[config.mk]
export PLATFORM = sky130hd
export DESIGN_NAME = mc_control
export DESIGN_NICKNAME = d
export VERILOG_FILES = /design/src/rtl/mc_control_pkg.sv /design/src/rtl/mc_control_opdecode.sv /design/src/rtl/mc_control.sv
export SDC_FILE = /design/constraint.sdc
export NUM_CORES = 1
export LEC_CHECK = 0
export ABC_AREA = 1
export CORE_UTILIZATION = 47
export DETAILED_ROUTE_END_ITERATION = 6
export PLACE_DENSITY_LB_ADDON = 0.2
export REMOVE_ABC_BUFFERS = 1
export SYNTH_ARGS = -nofsm -noshare
export SYNTH_HDL_FRONTEND = slang
export SYNTH_HIERARCHICAL = 1
export SYNTH_SLANG_ARGS = --single-unit
export TNS_END_PERCENT = 20
[constraint.sdc]
create_clock -name Clk_i -period 3.9 [get_ports Clk_i]
set_input_delay 0.975 -clock Clk_i [delete_from_list [all_inputs] [get_ports Clk_i]]
set_output_delay 0.975 -clock Clk_i [all_outputs]
set_load 0.02 [all_outputs]
[src/rtl/mc_control_pkg.sv]
`default_nettype none
// ============================================================================
//  Module      : mc_defs (package)
//  Description : Shared opcode/func, ALU function, immediate-mode and state
//                encodings for the multi-cycle controller, ALU and DECSTAGE.
//  Revision    : 1.0  initial release
// ============================================================================
package mc_defs;

  // Primary opcodes (Instr[31:26])
  localparam logic [5:0] OP_RTYPE = 6'b100000;
  localparam logic [5:0] OP_LI    = 6'b111000;
  localparam logic [5:0] OP_LUI   = 6'b111001;
  localparam logic [5:0] OP_ADDI  = 6'b110000;
  localparam logic [5:0] OP_NANDI = 6'b110010;
  localparam logic [5:0] OP_ORI   = 6'b110011;
  localparam logic [5:0] OP_B     = 6'b111111;
  localparam logic [5:0] OP_BEQ   = 6'b000000;
  localparam logic [5:0] OP_BNE   = 6'b000001;
  localparam logic [5:0] OP_LB    = 6'b000011;
  localparam logic [5:0] OP_SB    = 6'b000111;
  localparam logic [5:0] OP_LW    = 6'b001111;
  localparam logic [5:0] OP_SW    = 6'b011111;

  // Legal R-type func windows (Instr[5:0]); ALU_func is func[3:0]
  localparam logic [5:0] FUNC_A_LO = 6'b110000;
  localparam logic [5:0] FUNC_A_HI = 6'b110101;
  localparam logic [5:0] FUNC_B_LO = 6'b111000;
  localparam logic [5:0] FUNC_B_HI = 6'b111010;

  // ALU operation codes
  localparam logic [3:0] ALU_ADD  = 4'b0000;
  localparam logic [3:0] ALU_SUB  = 4'b0001;
  localparam logic [3:0] ALU_OR   = 4'b0011;
  localparam logic [3:0] ALU_NAND = 4'b0101;

  // Immediate extension modes
  localparam logic [1:0] IMM_SEXT     = 2'b00;
  localparam logic [1:0] IMM_ZFILL    = 2'b01;
  localparam logic [1:0] IMM_HI16     = 2'b10;
  localparam logic [1:0] IMM_SEXT_SH2 = 2'b11;

  // Controller states
  typedef enum logic [3:0] {
    ST_IFETCH   = 4'd0,
    ST_DECODE   = 4'd1,
    ST_EXEC_R   = 4'd2,
    ST_EXEC_I   = 4'd3,
    ST_EXEC_BR  = 4'd4,
    ST_MEM_ADDR = 4'd5,
    ST_MEM_RD   = 4'd6,
    ST_MEM_WR   = 4'd7,
    ST_WB_ALU   = 4'd8,
    ST_WB_MEM   = 4'd9
  } state_t;

  // Instruction classes produced by the opcode decoder
  typedef enum logic [2:0] {
    IC_RTYPE   = 3'd0,
    IC_ITYPE   = 3'd1,
    IC_BRANCH  = 3'd2,
    IC_MEM     = 3'd3,
    IC_ILLEGAL = 3'd4
  } iclass_t;

  // Branch condition kinds
  typedef enum logic [1:0] {
    BR_ALWAYS = 2'd0,
    BR_EQ     = 2'd1,
    BR_NE     = 2'd2
  } brkind_t;

  // Control output bundle
  typedef struct packed {
    logic       pc_sel;
    logic       pc_ld;
    logic       ir_ld;
    logic       rf_we;
    logic       rf_wsel;
    logic       rf_bsel;
    logic [1:0] imm_ext;
    logic       alu_bin_sel;
    logic [3:0] alu_func;
    logic       mem_we;
    logic       byte_op;
    logic       illegal;
  } ctrl_t;

  // True when func lies in one of the two implemented R-type windows
  function automatic logic func_legal(input logic [5:0] f);
    return ((f >= FUNC_A_LO) && (f <= FUNC_A_HI)) ||
           ((f >= FUNC_B_LO) && (f <= FUNC_B_HI));
  endfunction

endpackage
`default_nettype wire

[src/rtl/mc_control_opdecode.sv]
`default_nettype none
// ============================================================================
//  Module      : mc_opdecode
//  Description : Combinational opcode/func decoder: instruction class,
//                memory/branch qualifiers and I-type ALU/immediate constants.
//  Revision    : 1.0  initial release
// ============================================================================
module mc_opdecode
  import mc_defs::*;
(
  input  logic [5:0] opcode_i,
  input  logic [5:0] func_i,
  output iclass_t    iclass_o,
  output logic       is_store_o,
  output logic       is_byte_o,
  output logic       func_ok_o,
  output brkind_t    brkind_o,
  output logic [3:0] ialu_func_o,
  output logic [1:0] iimm_o
);

  // Classify the opcode and look up per-instruction constants
  always_comb begin
    iclass_o    = IC_ILLEGAL;
    is_store_o  = 1'b0;
    is_byte_o   = 1'b0;
    brkind_o    = BR_ALWAYS;
    ialu_func_o = ALU_ADD;
    iimm_o      = IMM_SEXT;
    func_ok_o   = func_legal(func_i);
    case (opcode_i)
      OP_RTYPE: iclass_o = IC_RTYPE;
      OP_LI: begin
        iclass_o = IC_ITYPE;
      end
      OP_LUI: begin
        iclass_o = IC_ITYPE;
        iimm_o   = IMM_HI16;
      end
      OP_ADDI: begin
        iclass_o = IC_ITYPE;
      end
      OP_NANDI: begin
        iclass_o    = IC_ITYPE;
        ialu_func_o = ALU_NAND;
        iimm_o      = IMM_ZFILL;
      end
      OP_ORI: begin
        iclass_o    = IC_ITYPE;
        ialu_func_o = ALU_OR;
        iimm_o      = IMM_ZFILL;
      end
      OP_B: begin
        iclass_o = IC_BRANCH;
        brkind_o = BR_ALWAYS;
      end
      OP_BEQ: begin
        iclass_o = IC_BRANCH;
        brkind_o = BR_EQ;
      end
      OP_BNE: begin
        iclass_o = IC_BRANCH;
        brkind_o = BR_NE;
      end
      OP_LB: begin
        iclass_o  = IC_MEM;
        is_byte_o = 1'b1;
      end
      OP_SB: begin
        iclass_o   = IC_MEM;
        is_byte_o  = 1'b1;
        is_store_o = 1'b1;
      end
      OP_LW: iclass_o = IC_MEM;
      OP_SW: begin
        iclass_o   = IC_MEM;
        is_store_o = 1'b1;
      end
      default: iclass_o = IC_ILLEGAL;
    endcase
  end

endmodule
`default_nettype wire

[src/rtl/mc_control.sv]
`default_nettype none
// ============================================================================
//  Module      : mc_control
//  Description : Multi-cycle processor control FSM. Outputs are decoded from
//                the registered state and latched opcode/func; only the
//                EXEC_BR PC load follows Zero, and Reset blanks all outputs.
//  Revision    : 1.0  initial release
// ============================================================================
module mc_control
  import mc_defs::*;
(
  input  logic        Clk_i,
  input  logic        Reset_i,
  input  logic [31:0] Instr_i,
  input  logic        Zero_i,
  output logic        PC_sel_o,
  output logic        PC_LdEn_o,
  output logic        IR_LdEn_o,
  output logic        RF_WrEn_o,
  output logic        RF_WrData_sel_o,
  output logic        RF_B_sel_o,
  output logic [1:0]  ImmExt_o,
  output logic        ALU_Bin_sel_o,
  output logic [3:0]  ALU_func_o,
  output logic        MEM_WrEn_o,
  output logic        Byte_op_o,
  output logic        Illegal_op_o
);

  state_t     state_q, state_d;
  logic [5:0] opc_q, func_q;

  logic [5:0] dec_opcode, dec_func;
  iclass_t    iclass;
  brkind_t    brkind;
  logic       is_store, is_byte, func_ok;
  logic [3:0] ialu_func;
  logic [1:0] iimm;
  ctrl_t      ctrl_raw, ctrl_out;

  // Operand fields of Instr are consumed by the datapath, not here
  logic instr_unused;
  assign instr_unused = ^Instr_i[25:6];

  // In DECODE the IR is already stable, so dispatch straight from Instr;
  // later states use the copy latched at the end of DECODE.
  assign dec_opcode = (state_q == ST_DECODE) ? Instr_i[31:26] : opc_q;
  assign dec_func   = (state_q == ST_DECODE) ? Instr_i[5:0]   : func_q;

  mc_opdecode u_opdecode (
    .opcode_i    (dec_opcode),
    .func_i      (dec_func),
    .iclass_o    (iclass),
    .is_store_o  (is_store),
    .is_byte_o   (is_byte),
    .func_ok_o   (func_ok),
    .brkind_o    (brkind),
    .ialu_func_o (ialu_func),
    .iimm_o      (iimm)
  );

  // Next-state selection
  always_comb begin
    state_d = ST_IFETCH;
    case (state_q)
      ST_IFETCH: state_d = ST_DECODE;
      ST_DECODE: begin
        case (iclass)
          IC_RTYPE:  state_d = ST_EXEC_R;
          IC_ITYPE:  state_d = ST_EXEC_I;
          IC_BRANCH: state_d = ST_EXEC_BR;
          IC_MEM:    state_d = ST_MEM_ADDR;
          default:   state_d = ST_IFETCH;
        endcase
      end
      ST_EXEC_R:   state_d = func_ok ? ST_WB_ALU : ST_IFETCH;
      ST_EXEC_I:   state_d = ST_WB_ALU;
      ST_MEM_ADDR: state_d = is_store ? ST_MEM_WR : ST_MEM_RD;
      ST_MEM_RD:   state_d = ST_WB_MEM;
      default:     state_d = ST_IFETCH;
    endcase
  end

  // State register and opcode/func latch; reset overrides any transition
  always_ff @(posedge Clk_i) begin
    if (Reset_i) begin
      state_q <= ST_IFETCH;
      opc_q   <= '0;
      func_q  <= '0;
    end else begin
      state_q <= state_d;
      if (state_q == ST_DECODE) begin
        opc_q  <= Instr_i[31:26];
        func_q <= Instr_i[5:0];
      end
    end
  end

  // Moore output decode per state (branch PC load is the one Zero-dependent term)
  always_comb begin
    ctrl_raw = '0;
    case (state_q)
      ST_IFETCH: begin
        ctrl_raw.ir_ld = 1'b1;
        ctrl_raw.pc_ld = 1'b1;
      end
      ST_DECODE: ctrl_raw.illegal = (iclass == IC_ILLEGAL);
      ST_EXEC_R: begin
        if (func_ok) ctrl_raw.alu_func = func_q[3:0];
        else         ctrl_raw.illegal  = 1'b1;
      end
      ST_EXEC_I: begin
        ctrl_raw.alu_bin_sel = 1'b1;
        ctrl_raw.alu_func    = ialu_func;
        ctrl_raw.imm_ext     = iimm;
      end
      ST_EXEC_BR: begin
        ctrl_raw.rf_bsel  = 1'b1;
        ctrl_raw.alu_func = ALU_SUB;
        ctrl_raw.imm_ext  = IMM_SEXT_SH2;
        ctrl_raw.pc_sel   = 1'b1;
        case (brkind)
          BR_EQ:   ctrl_raw.pc_ld = Zero_i;
          BR_NE:   ctrl_raw.pc_ld = ~Zero_i;
          default: ctrl_raw.pc_ld = 1'b1;
        endcase
      end
      // Address operands stay selected through the access cycle
      ST_MEM_ADDR, ST_MEM_RD, ST_MEM_WR: begin
        ctrl_raw.alu_bin_sel = 1'b1;
        ctrl_raw.alu_func    = ALU_ADD;
        ctrl_raw.imm_ext     = IMM_SEXT;
        ctrl_raw.rf_bsel     = 1'b1;
        ctrl_raw.byte_op     = is_byte;
        ctrl_raw.mem_we      = (state_q == ST_MEM_WR);
      end
      ST_WB_ALU: ctrl_raw.rf_we = 1'b1;
      ST_WB_MEM: begin
        ctrl_raw.rf_we   = 1'b1;
        ctrl_raw.rf_wsel = 1'b1;
        ctrl_raw.byte_op = is_byte;
      end
      default: ctrl_raw = '0;
    endcase
  end

  // Reset blanks every output, including the IFETCH strobes
  assign ctrl_out = Reset_i ? '0 : ctrl_raw;

  assign PC_sel_o        = ctrl_out.pc_sel;
  assign PC_LdEn_o       = ctrl_out.pc_ld;
  assign IR_LdEn_o       = ctrl_out.ir_ld;
  assign RF_WrEn_o       = ctrl_out.rf_we;
  assign RF_WrData_sel_o = ctrl_out.rf_wsel;
  assign RF_B_sel_o      = ctrl_out.rf_bsel;
  assign ImmExt_o        = ctrl_out.imm_ext;
  assign ALU_Bin_sel_o   = ctrl_out.alu_bin_sel;
  assign ALU_func_o      = ctrl_out.alu_func;
  assign MEM_WrEn_o      = ctrl_out.mem_we;
  assign Byte_op_o       = ctrl_out.byte_op;
  assign Illegal_op_o    = ctrl_out.illegal;

endmodule
`default_nettype wire
**Yosys cells after proc, flatten, opt, wreduce, memory -nomap -nowiden**

Cells that the tools add are included.

- Output and inout bits: 16
- Bits of input ports: 35
- Bits in registers: 16

- Equality and inequality tests: 27
- $lt $le $gt $ge: 4
- Bitwise logic cells: 1
- Mux-type cells: 28
- Reductions and logical operators: 17

Operator list:

| operator | number |
|---|---|
| 6-bit equality test (second input constant) | 7 |
| 3-bit case mux with 4 select lines | 2 |
| 4-bit case mux with 6 select lines | 1 |
| 4-bit by 3-bit equality test with 1-bit output (second input constant) | 4 |
| 16-bit two-way mux | 1 |
| 4-bit OR reduction | 4 |
| 6-bit greater-or-equal comparator (second input constant) | 2 |
| 6-bit <= comparator (second input constant) | 2 |
| 1-bit two-way mux | 12 |
| 6-bit two-way mux | 2 |
| 2-bit case mux with 2 select lines | 3 |
| 4-bit case mux with 3 select lines | 1 |
| 4-bit by 2-bit equality test with 1-bit output (second input constant) | 2 |
| 4-bit equality test (second input constant) | 2 |
| 4-bit two-way mux | 2 |
| 2-bit OR reduction | 4 |
| 3-bit by 2-bit equality test with 1-bit output (second input constant) | 2 |
| 6-bit by 1-bit equality test with 1-bit output (second input constant) | 1 |
| 6-bit by 2-bit equality test with 1-bit output (second input constant) | 1 |
| 6-bit by 3-bit equality test with 1-bit output (second input constant) | 1 |
| 6-bit by 4-bit equality test with 1-bit output (second input constant) | 1 |
| 6-bit by 5-bit equality test with 1-bit output (second input constant) | 1 |
| 6-bit zero test | 1 |
| 1-bit case mux with 2 select lines | 3 |
| other kinds (13) | 15 |

**Logic depth before layout (Yosys ltp)**

- Word-level depth: 8
- Depth in mapped cells: 19
- Gate-level depth less buffers: 18

**Modules after synthesis**

The synthesis kept the hierarchy.

Modules (own cells, without submodules):

| module | times used | cells each | sequential area each (um^2) | area an instance (um^2) |
|---|---|---|---|---|
| mc_control | 1 | 164 | 320.3 | 1,047.3 |
| mc_opdecode | 1 | 52 | 0.0 | 247.7 |

**Worst setup path after synthesis**

Ideal clock, no wire load.

- Path type: input to output
- Start: in Instr_i[31]
- End: out PC_LdEn_o
- Cell stages on the path: 11
- Data arrival time: 2.350 ns
- Required time: 2.925 ns
- Setup slack: 0.575 ns
- Cells stage by stage: o21ai_2 inv_1 nor2_1 inv_1 nor2_1 inv_1 ha_1 a21oi_1 o21ai_0 nand2_1 o21ai_0

- Word-level cells in the longest chain between the ends: 7
- Elaborated cells between the ends (all ways): 9
- Those cells by class: eq/ne: 3; mux: 5; reduce/logical: 1

RTL lines:

| item | line | text |
|---|---|---|
| start, declared | mc_control.sv:14 | `input logic [31:0] Instr_i,` |
| 6-bit two-way mux (*) | - |  |
| named net dec_opcode[5] | mc_control.sv:33 | `logic [5:0] dec_opcode, dec_func;` |
| 6-bit by 1-bit equality test with 1-bit output / 6-bit zero test (equally long branches) | mc_control_opdecode.sv:31 | `case (opcode_i)` |
| 2-bit case mux with 2 select lines (*) | mc_control_opdecode.sv:31 |  |
| named net brkind[0] | mc_control.sv:35 | `brkind_t brkind;` |
| 2-bit equality test / 2-bit by 1-bit equality test with 1-bit output (equally long branches) | mc_control.sv:122 | `case (brkind)` |
| 1-bit case mux with 2 select lines (*) | mc_control.sv:122 |  |
| 1-bit case mux with 2 select lines (*) | mc_control.sv:102 | `case (state_q)` |
| 16-bit two-way mux (*) | mc_control.sv:148 | `assign ctrl_out = Reset_i ? '0 : ctrl_raw;` |
| end, declared | mc_control.sv:17 | `output logic PC_LdEn_o,` |

Mark *: on every way through the listed nets, which the timed path passes. The rest lies on a longest branch.

**Worst setup path after layout**

- Start: in Instr_i[30]
- End: out PC_LdEn_o

The elaborated chain is that of the path after synthesis.

==> flow_summary.toml <==
[clocking]
post-cts-setup-buffers = 0
htree_levels = 1
cts_buffers = 3
clkSlewWorstSetupHoldPaths_ns = 0.10
tritoncts = "done"
clock-sinks = 16
clock_latency_ns = 0.30
holdBufCountCts = 0
max-clock-path-buffers = 2
cts_root_buf = "clkbuf_4"

[die]
die_h_um = 54.5
die_width_um = 54.5
initial_core_util = 0.509
num_io_pins = 51
core_area_um2 = 2540
rows = 18
die_area_um2 = 2970

[setup_path]
rr_endpoint = "state_q[0]"
path_class = "in -> out"
reg2reg_from = "state_q[0]"
regToRegSetupSlack_ns = 1.56
r2r_cells = 19
critPathArrivalTime_ns = 2.82
worstSetupEndpointType = "primary output"
critPathRequiredTime_ns = 2.92
worstSetupStartpointType = "input port"
path_max_fanout = 3

[layout]
finish.utilization = 0.718
finalNonFillerCells = 301
final_area_um2 = 1830
fillers = 237
regArea_um2 = 320
multi_input_area_um2 = 757
num_antenna_cells = 0
area_delta_synth_final_pct = 41.2
nNetsFinal = 309
drive_gt1_frac = 0.240

[power_and_ir_drop]
powerDensity_nw_per_um2 = 504
peakVddDrop_mv = 0.394
power_w = 0.000921
p_leak_nw = 0.981

[sta]
max_freq_mhz = 264
min_period_ns = 3.79
rsz0062_at_grt = "true"
hold_viol = 0
timing.final.ws_setup_ns = 0.107
fin_crit_sh = 0.972
slew_violations = 0
finalSetupViolations = 0
finClkSkew_ns = 0.0105

[place]
pre_cts_slack_ns = -0.301
dp_hpwl_um = 2270
io_buffers = 30
dp_cells = 297
place.gp.congestion = 0.841
placed_cell_area_um2 = 1790

[synth]
synth_cell_types = 25
netlist_instances = 216
ys_ff_latch = 16
postSynthAreaPerCell_um2 = 6.00
yosysSeqAreaShare = 0.247
synth_area_um2 = 1290
yosysWarningCount = 6

[detailed_routing]
antenna_left = 0
routed_wl_um = 2910
wire_per_inst_um = 9.67
drt_iter0_drc = 28
dr.pass1.iters = 4
vias = 1416
drcViolationCount = 0
via_per_inst = 4.70

[min_path]
min_path_type = "reg -> reg"
min_path_cells = 4
min_from = "func_q[5]"
hold_path_end = "func_q[5]"

[grt]
grtUsageTotal = 0.233
grt_overflow_total = 0
grt_antenna_before_repair = 0
grt_pass1_vias = 1245
grt_max_degree = 19
grt_first_pass_wirelength_um = 4990

[run_status]
status = "completed"

[run]
cap_viol_max_count = 0
==> cells by family after synthesis <==
| kind of cell | Yosys count | share of synthesized area |
|---|---|---|
| buffers and inverters | 56 | 0.178 |
| AOI/OAI and AO/OA | 29 | 0.147 |
| DFF | 16 | 0.247 |
| and+or+nand+nor | 112 | 0.406 |
| other | 1 | 0.00290 |
| adders and majority gates | 2 | 0.0193 |
==> timing repair <==
item                                    in CTS  in global routing
endpoints found under the setup margin       6                  9
gates cloned                                 0                  0
pin swaps                                    0                  3
gates resized for setup                      8                 15
==> power breakdown <==
part | switching (W) | internal, W | leakage (nW)
Clock | 0.0000570 | 0.0000569 | 0.0210
Combinational | 0.000330 | 0.000262 | 0.829
Sequential | 0.0000166 | 0.000198 | 0.132
Total | 0.000404 | 0.000517 | 0.981
==> cells in the mapped netlist <==
cell / count / area (um^2)
nor4_1: 1 / 6.26
ha_1: 2 / 25.0
nor3_1: 3 / 15.0
nand4_1: 6 / 37.5
nand3_1: 15 / 75.1
dfxtp_1: 16 / 320
buf_2: 1 / 5.00
nand3b_1: 1 / 7.51
o21ai_2: 12 / 105
nor2_2: 4 / 25.0
nand2_1: 39 / 146
nand3_2: 1 / 10.0
nor2_4: 3 / 33.8
o21ai_0: 4 / 20.0
a21oi_1: 10 / 50.1
nor2_1: 34 / 128
clkbuf_1: 2 / 7.51
nand2_2: 3 / 18.8
buf_4: 1 / 7.51
nand2_4: 2 / 22.5
buf_6: 2 / 22.5
inv_1: 48 / 180
conb_1: 1 / 3.75
o21ai_1: 3 / 15.0
inv_2: 2 / 7.51
==> layout by cell type, fill, tap and decap left out, drive strengths merged, types with 2 or more instances in the layout <==
master / count
a21oi: 10
clkbuf: 7
clkdlybuf4s50: 21
nand3: 16
inv: 50
ha: 2
dfxtp: 16
nand2: 44
buf: 28
dlymetal6s2s: 3
o21ai: 19
nor2: 41
nor3: 3
nand4: 6
==> through the flow <==
step / hold WS [ns] / setup TNS (ns)
5_1_grt: 0.581 / -0.147
6_report: 0.533 / 0
4_1_cts: 0.536 / -0.0344
2_1_floorplan: 0.500 / 0
3_5_place_dp: 0.518 / -1.08
3_3_place_gp: 0.511 / -1.05
==> area by class of cell <==
class	count	area share
Clock buffer	4	0.0198
Inverter	50	0.103
Multi-Input combinational cell	144	0.414
Sequential cell	16	0.175
Tap cell	30	0.0205
Timing Repair Buffer	57	0.268
==> worst max-delay path by stage <==
stage	startpoint	endpoint	slack (ns)
floorplan	Instr_i[31]	PC_LdEn_o	0.57
global placement	Instr_i[30]	PC_LdEn_o	-0.24
detailed placement	Instr_i[27]	PC_LdEn_o	-0.30
CTS	Instr_i[27]	PC_LdEn_o	-0.03
global route	Instr_i[27]	PC_LdEn_o	-0.15
finish	Instr_i[30]	PC_LdEn_o	0.11
==> per-layer routing <==
metal | vias to the layer above | global-route usage | wire (um)
met1 | 610 | 0.267 | 1380
li1 | 769 | - | -
met2 | 32 | 0.433 | 1390
met5 | - | 0 | 0
met4 | 0 | 0.0769 | 38
met3 | 5 | 0.0333 | 100
==> worst max-delay path, stage by stage <==
cell and delay (ns):
clkdlybuf4s50_1 0.42, o21ai_2 0.16, inv_1 0.08, nor2_1 0.13, inv_1 0.09, nor2_1 0.15, inv_1 0.06, ha_1 0.30
a21oi_2 0.10, o21ai_0 0.09, nand2_1 0.05, o21ai_0 0.06, buf_2 0.16
==> sequential cells by signal, summed over array words and instances, names as in the netlist <==
register,cells
func_q,6
opc_q,6
state_q,4
Power figures use the tool's default switching activity.
